==> config.mk <==
export PLATFORM = sky130hd
export DESIGN_NAME = i2s_tdm_trx
export DESIGN_NICKNAME = d
export VERILOG_FILES = /design/src/rtl/i2s_pkg.sv /design/src/rtl/i2s_frame_tracker.sv /design/src/rtl/i2s_tdm_trx.sv
export SDC_FILE = /design/constraint.sdc
export NUM_CORES = 1
export LEC_CHECK = 0
export BUFFER_PORTS_ARGS = -buffer_cell sky130_fd_sc_hd__buf_4
export CAP_MARGIN = 25
export CORE_UTILIZATION = 54
export DETAILED_ROUTE_END_ITERATION = 10
export GPL_ROUTABILITY_DRIVEN = 0
export HOLD_SLACK_MARGIN = 0.12
export PLACE_DENSITY = 0.77
export SYNTH_ARGS = -nofsm -noshare
export SYNTH_HDL_FRONTEND = slang
export SYNTH_SLANG_ARGS = --single-unit
==> constraint.sdc <==
create_clock -name bclk -period 2.4 [get_ports bclk]
set_input_delay 0.12 -clock bclk [delete_from_list [all_inputs] [get_ports bclk]]
set_output_delay 0.12 -clock bclk [all_outputs]
set_load 0.02 [all_outputs]
==> src/rtl/i2s_pkg.sv <==
// Shared constants, tracker state type and sizing helpers for the I2S/TDM transceiver.
package i2s_pkg;

    localparam bit FS_LOW  = 1'b0;
    localparam bit FS_HIGH = 1'b1;

    typedef enum logic {
        UNLOCKED = 1'b0,
        LOCKED   = 1'b1
    } trk_state_e;

    function automatic int unsigned frame_bits(input int unsigned channels,
                                               input int unsigned slot_size);
        return channels * slot_size;
    endfunction

    // Counter must hold 0..FRAME_BITS inclusive so it can saturate at FRAME_BITS.
    function automatic int unsigned cnt_width(input int unsigned fbits);
        return $clog2(fbits + 1);
    endfunction

endpackage

==> src/rtl/i2s_frame_tracker.sv <==
// Frame-sync edge detection, bit-position counter, lock state and frame-length checking.
module i2s_frame_tracker
    import i2s_pkg::*;
#(
    parameter int unsigned FRAME_BITS = 32,
    parameter bit          FS_POL     = FS_LOW,
    parameter int unsigned CW         = cnt_width(FRAME_BITS)
) (
    input  logic          bclk,
    input  logic          reset,
    input  logic          enable,
    input  logic          lrclk,
    output logic          locked,
    output logic          frame_err,
    output logic [CW-1:0] k,
    output logic          frame_start_c,
    output logic          frame_good_c
);

    trk_state_e state;
    logic       lrclk_q;

    assign locked = (state == LOCKED);

    // Only the transition into FS_POL starts a frame; the mid-frame edge is ignored.
    always_comb begin
        frame_start_c = (lrclk == FS_POL) && (lrclk_q != FS_POL);
        frame_good_c  = frame_start_c && enable && (state == LOCKED)
                        && (k == CW'(FRAME_BITS - 1));
    end

    always_ff @(posedge bclk) begin
        if (reset) begin
            state     <= UNLOCKED;
            lrclk_q   <= FS_POL;
            k         <= '0;
            frame_err <= 1'b0;
        end else begin
            lrclk_q   <= lrclk;
            frame_err <= 1'b0;
            if (frame_start_c) begin
                k <= '0;
            end else if (k != CW'(FRAME_BITS)) begin
                k <= k + CW'(1);
            end
            case (state)
                UNLOCKED: begin
                    if (frame_start_c && enable) begin
                        state <= LOCKED;
                    end
                end
                LOCKED: begin
                    if (!enable) begin
                        state <= UNLOCKED;
                    end else if (frame_start_c && !frame_good_c) begin
                        frame_err <= 1'b1;
                    end
                end
                default: state <= UNLOCKED;
            endcase
        end
    end

endmodule

==> src/rtl/i2s_tdm_trx.sv <==
// I2S/TDM transceiver: MSB-first serialiser/deserialiser with one-bclk data delay,
// tx shadow latched at frame start, per-slot enables.
module i2s_tdm_trx
    import i2s_pkg::*;
#(
    parameter int unsigned SAMPLE_SIZE = 16,
    parameter int unsigned SLOT_SIZE   = 16,
    parameter int unsigned CHANNELS    = 2,
    parameter bit          FS_POL      = FS_LOW
) (
    input  logic                            bclk,
    input  logic                            reset,
    input  logic                            enable,
    input  logic                            lrclk,
    input  logic                            din,
    output logic                            dout,
    input  logic [CHANNELS-1:0]             slot_en,
    input  logic [CHANNELS*SAMPLE_SIZE-1:0] tx_data,
    output logic [CHANNELS*SAMPLE_SIZE-1:0] rx_data,
    output logic                            rx_valid,
    output logic                            frame_err,
    output logic                            locked
);

    localparam int unsigned FRAME_BITS = frame_bits(CHANNELS, SLOT_SIZE);
    localparam int unsigned CW         = cnt_width(FRAME_BITS);
    localparam int unsigned DW         = CHANNELS * SAMPLE_SIZE;

    logic [CW-1:0]         k;
    logic                  frame_start_c;
    logic                  frame_good_c;
    logic [FRAME_BITS-1:0] tx_sh;
    logic [FRAME_BITS-1:0] rx_sr;
    logic [FRAME_BITS-1:0] rx_next_c;
    logic [FRAME_BITS-1:0] tx_ser_c;
    logic [FRAME_BITS-1:0] en_mask_c;
    logic [DW-1:0]         rx_asm_c;
    logic                  tx_bit_c;

    i2s_frame_tracker #(
        .FRAME_BITS (FRAME_BITS),
        .FS_POL     (FS_POL),
        .CW         (CW)
    ) u_tracker (
        .bclk          (bclk),
        .reset         (reset),
        .enable        (enable),
        .lrclk         (lrclk),
        .locked        (locked),
        .frame_err     (frame_err),
        .k             (k),
        .frame_start_c (frame_start_c),
        .frame_good_c  (frame_good_c)
    );

    // Newest din lands in bit 0, so frame bit e sits at index FRAME_BITS-1-e.
    assign rx_next_c = FRAME_BITS'({rx_sr, din});

    // tx_ser_c / en_mask_c are indexed by frame bit e; padding stays 0.
    always_comb begin
        tx_ser_c  = '0;
        en_mask_c = '0;
        rx_asm_c  = '0;
        for (int unsigned s = 0; s < CHANNELS; s++) begin
            for (int unsigned b = 0; b < SLOT_SIZE; b++) begin
                en_mask_c[s*SLOT_SIZE + b] = slot_en[s];
                if (b < SAMPLE_SIZE) begin
                    tx_ser_c[s*SLOT_SIZE + b] = tx_data[s*SAMPLE_SIZE + SAMPLE_SIZE - 1 - b];
                    rx_asm_c[s*SAMPLE_SIZE + SAMPLE_SIZE - 1 - b] =
                        slot_en[s] & rx_next_c[FRAME_BITS - 1 - (s*SLOT_SIZE + b)];
                end
            end
        end
    end

    assign tx_bit_c = |(tx_sh & en_mask_c & (FRAME_BITS'(1) << k));

    always_ff @(posedge bclk) begin
        if (reset) begin
            tx_sh    <= '0;
            rx_sr    <= '0;
            rx_data  <= '0;
            rx_valid <= 1'b0;
        end else begin
            rx_sr    <= rx_next_c;
            rx_valid <= frame_good_c;
            if (frame_start_c) begin
                tx_sh <= tx_ser_c;
            end
            if (frame_good_c) begin
                rx_data <= rx_asm_c;
            end
        end
    end

    // Launch on the falling edge so the far end samples mid-bit on the next rising edge.
    always_ff @(negedge bclk) begin
        if (reset) begin
            dout <= 1'b0;
        end else begin
            dout <= locked && enable && (k < CW'(FRAME_BITS)) && tx_bit_c;
        end
    end

endmodule

==> After elaboration in Yosys (flattened, before gate mapping) <==
Index checks and enable logic that the tools add are counted.
{ "word_totals": {"reg_bits": 106} }
{ "op_classes": {"n_lt_le_gt_ge": 1, "shift": 1, "addsub": 1, "reduce_logical": 12, "n_mux": 4, "n_eq_ne": 2, "n_bitwise": 37} }
{ "op_table": {"columns": ["op", "count"], "rows": [
  ["32-bit bitwise AND", 2],
  ["1-bit bitwise AND", 32],
  ["32-bit OR reduction", 1],
  ["1-bit by 6-bit left shift with 32-bit output (first input constant)", 1],
  ["1-bit logical AND", 8],
  ["6-bit by 1-bit adder with 6-bit output (second input constant)", 1],
  ["6-bit by 5-bit == test with 1-bit output (second input constant)", 1],
  ["6-bit < comparator (second input constant)", 1],
  ["6-bit inequality test (second input constant)", 1],
  ["1-bit 2-to-1 mux", 3],
  ["1-bit NOT", 3],
  ["3-bit OR reduction", 1],
  ["1-bit case mux with 2 select lines", 1],
  ["2-bit OR reduction", 1],
  ["1-bit logical NOT", 1]
]} }

==> Logic depth before layout (Yosys ltp) <==
{ "depth": {"depth_word": 8, "ltp_mapped": 8, "ltp_nobuf": 7} }

==> Modules after synthesis <==
Synthesis repeated with hierarchy kept, for this count alone.
{ "unflattened": {"cells_unflattened": 382, "hier_area_um2": 3880.0} }
{ "by_module_without_submodules": {"columns": ["mod", "seq_area_each_um2", "cells_per_inst", "instances", "area_per_inst_um2"], "rows": [
  ["i2s_tdm_trx", 1941.9, 338, 1, 3464.6],
  ["i2s_frame_tracker", 180.2, 44, 1, 415.4]
]} }

==> results.json <==
{
  "yosysSeqAreaShare_pct": 56.5,
  "cts_root_buffer": "clkbuf_8",
  "wl_per_cell_um": 14.7,
  "p_sw_share_pct": 24.9,
  "met2_usage_pct": 41.1,
  "synth_top_area_share_pct": 56.5,
  "drive_above_1_share_pct": 24.9,
  "status": "finished with violations",
  "synth_area_leaders": "dfxtp_1, a32o_1, nand2_1",
  "synth_cell_types": 37,
  "yosysTopAreaCell": "dfxtp_1",
  "drv_cap": 0,
  "cp-end-kind": "register",
  "final_antenna_net_count": 0,
  "p_switching_uw": 771,
  "worstHoldPathType": "in2reg",
  "path_max_fanout": 5,
  "firstDrtPassIters": 4,
  "crit_path_start": "u_tracker.k[1]",
  "syn_area_um2": 3760,
  "die-area_um2": 7300,
  "grt_busiest_layer": "met2",
  "comb_power_share_pct": 8.5,
  "maxSlewViolCount": 0,
  "grt_pass1_vias": 3104,
  "finalHoldViolCount": 0,
  "synthCells": 379,
  "cts_buffer_depth": 2,
  "crit_arrival_ns": 1.80,
  "min_from": "slot_en[0]",
  "pwr-share-seq_pct": 58.2,
  "fin_util_pct": 73.9,
  "initial_utilization_pct": 55.6,
  "avgViaCountPerCell": 5.33,
  "fin_cells": 569,
  "syn_nets": 424,
  "tritoncts": "done",
  "fill_cells": 489,
  "ys_warn_count": 0,
  "tightest_slew_ns": 0.732,
  "diodes": 0,
  "core_um2": 6760,
  "vias": 3033,
  "numPortBuffers": 74,
  "die_w_um": 85.4,
  "clk_pin_slew_ns": 0.10,
  "crit_type": "reg2reg",
  "ys_top_cells_by_count": "dfxtp_1, nand2_1, a21oi_1, nor2b_1, a32o_1",
  "track_usage_pct": 24.5,
  "pin_count": 75,
  "drtIter0Drc": 137,
  "placed_cells": 517,
  "nets": 529,
  "die_h_um": 85.4,
  "avgSynthCellArea_um2": 9.92,
  "regArea_um2": 2130,
  "dpl.hpwl_um": 5290,
  "grt-ovfl-total": 0,
  "rsz0062_at_grt": "yes",
  "drcViolationCount": 0,
  "irDropWorstVdd_mv": 0.442,
  "gr-usage-met1_pct": 29.6,
  "worstReg2RegStart": "u_tracker.k[1]",
  "fin_skew_ns": 0.0403,
  "p_leak_nw": 1.97,
  "synth_ff_type": "dfxtp_1",
  "setup_violations": 1,
  "worst_slack_ns": -0.328,
  "use_met3_pct": 7.10,
  "holdWs_ns": 0.131,
  "area_growth_pct": 32.9,
  "numCtsBuffers": 9,
  "grt_first_pass_wirelength_um": 13900,
  "multiInputGateArea_um2": 1540,
  "cts-htree-levels": 3,
  "antenna_found_initial": 0,
  "synth-seq-cells": 106,
  "p_clk_share_pct": 33.3,
  "power_mw": 3.10,
  "wl_um": 8370,
  "violations": "setup timing",
  "rows": 30,
  "p_per_area_nw_per_um2": 621,
  "grt_start_max_net_pins": 72,
  "cp.required_ns": 1.48,
  "clock_sinks": 106,
  "start_kind": "register",
  "clk_latency_ns": 0.40,
  "ys_async_sr_fraction_pct": 0,
  "synth.most_common_cell": "dfxtp_1",
  "slew_headroom_pct": 51.1,
  "internal_power_mw": 2.33,
  "synth_edf_count": 0
}
-- cell families after synthesis --
group | Yosys count | synth area share [%]
AND/OR/NAND/NOR | 142 | 18.5
flip-flops | 106 | 56.5
AO/OA/AOI/OAI | 82 | 16.2
buffers and inverters | 34 | 4.46
adder cells (fa/ha/maj) | 6 | 2.00
multiplexers | 5 | 1.43
XOR/XNOR | 4 | 0.932
-- per-stage QoR --
step,setup slack [ns],TNS [ns],area [µm²]
finish,-0.328,-0.328,4990
global route,-0.374,-0.374,4990
CTS,-0.305,-0.305,4990
detailed placement,-0.444,-0.444,4380
global placement,-0.391,-0.391,4380
floorplan,-0.347,-0.347,3780
-- sequential cells by signal, indices dropped and copies added (netlist names) --
signal	cells
rx_data	32
u_tracker.locked	1
u_tracker.lrclk_q	1
rx_valid	1
dout	1
rx_sr	31
u_tracker.frame_err	1
u_tracker.k	6
tx_sh	32
-- area by class of cell --
cell class / instances / area share [%]
Tap cell: 80 / 2.00
Clock inverter: 7 / 1.33
Multi-Input combinational cell: 239 / 30.7
Clock buffer: 10 / 2.56
Sequential cell: 106 / 42.6
Inverter: 3 / 0.276
Timing Repair Buffer: 124 / 20.5
-- final timing paths --
path	to	slack [ns]	cells past startpoint
max reg2reg	dout	-0.33	6
min reg2reg	rx_data[15]	0.46	2
max	dout	-0.33	6
min	rx_data[14]	0.13	3
-- worst max-delay path, stage by stage, from the launching register on --
cell      delay (ns)
dfxtp_4         0.40
inv_4           0.06
ha_4            0.18
a222oi_1        0.36
o211ai_1        0.15
a211oi_2        0.20
o22ai_1         0.09
-- what timing repair did --
item / in CTS / in global routing
endpoints found under the setup margin: 1 / 1
buffers inserted: 1 / 0
gates resized for setup: 14 / 1
hold buffers: 35 / 0
hold endpoints to repair: 36 / 0
pin swaps: 9 / 0
-- placed cells by master, fill, tap and decap left out, types with 3 or more instances in the layout --
cell type and count:
buf_4 88, clkinv_4 4, nand3b_1 3, a21oi_1 36, nor2_1 9, ha_4 3, dfxtp_1 104, a22o_1 4
nand2b_1 3, nor3b_1 3, clkbuf_8 9, a32o_1 30, nand2_1 72, nor2b_1 34, dlygate4sd3_1 35, nand3_1 9
-- routing by layer --
metal,vias up,routed length (µm)
met5,-,0
met4,0,174
met3,16,421
met2,75,4100
met1,1426,3680
li1,1516,-
-- power by group through the flow --
| stage | Combinational, mW | Clock [mW] | Sequential (mW) |
|---|---|---|---|
| floorplan | 0.119 | 0.00522 | 1.84 |
| global placement | 0.194 | 0.00522 | 1.84 |
| detailed placement | 0.201 | 0.00522 | 1.84 |
| CTS | 0.262 | 1.05 | 1.80 |
| global route | 0.289 | 1.13 | 1.81 |
| finish | 0.264 | 1.03 | 1.80 |
Note: power is estimated with default switching activity, not from simulation.
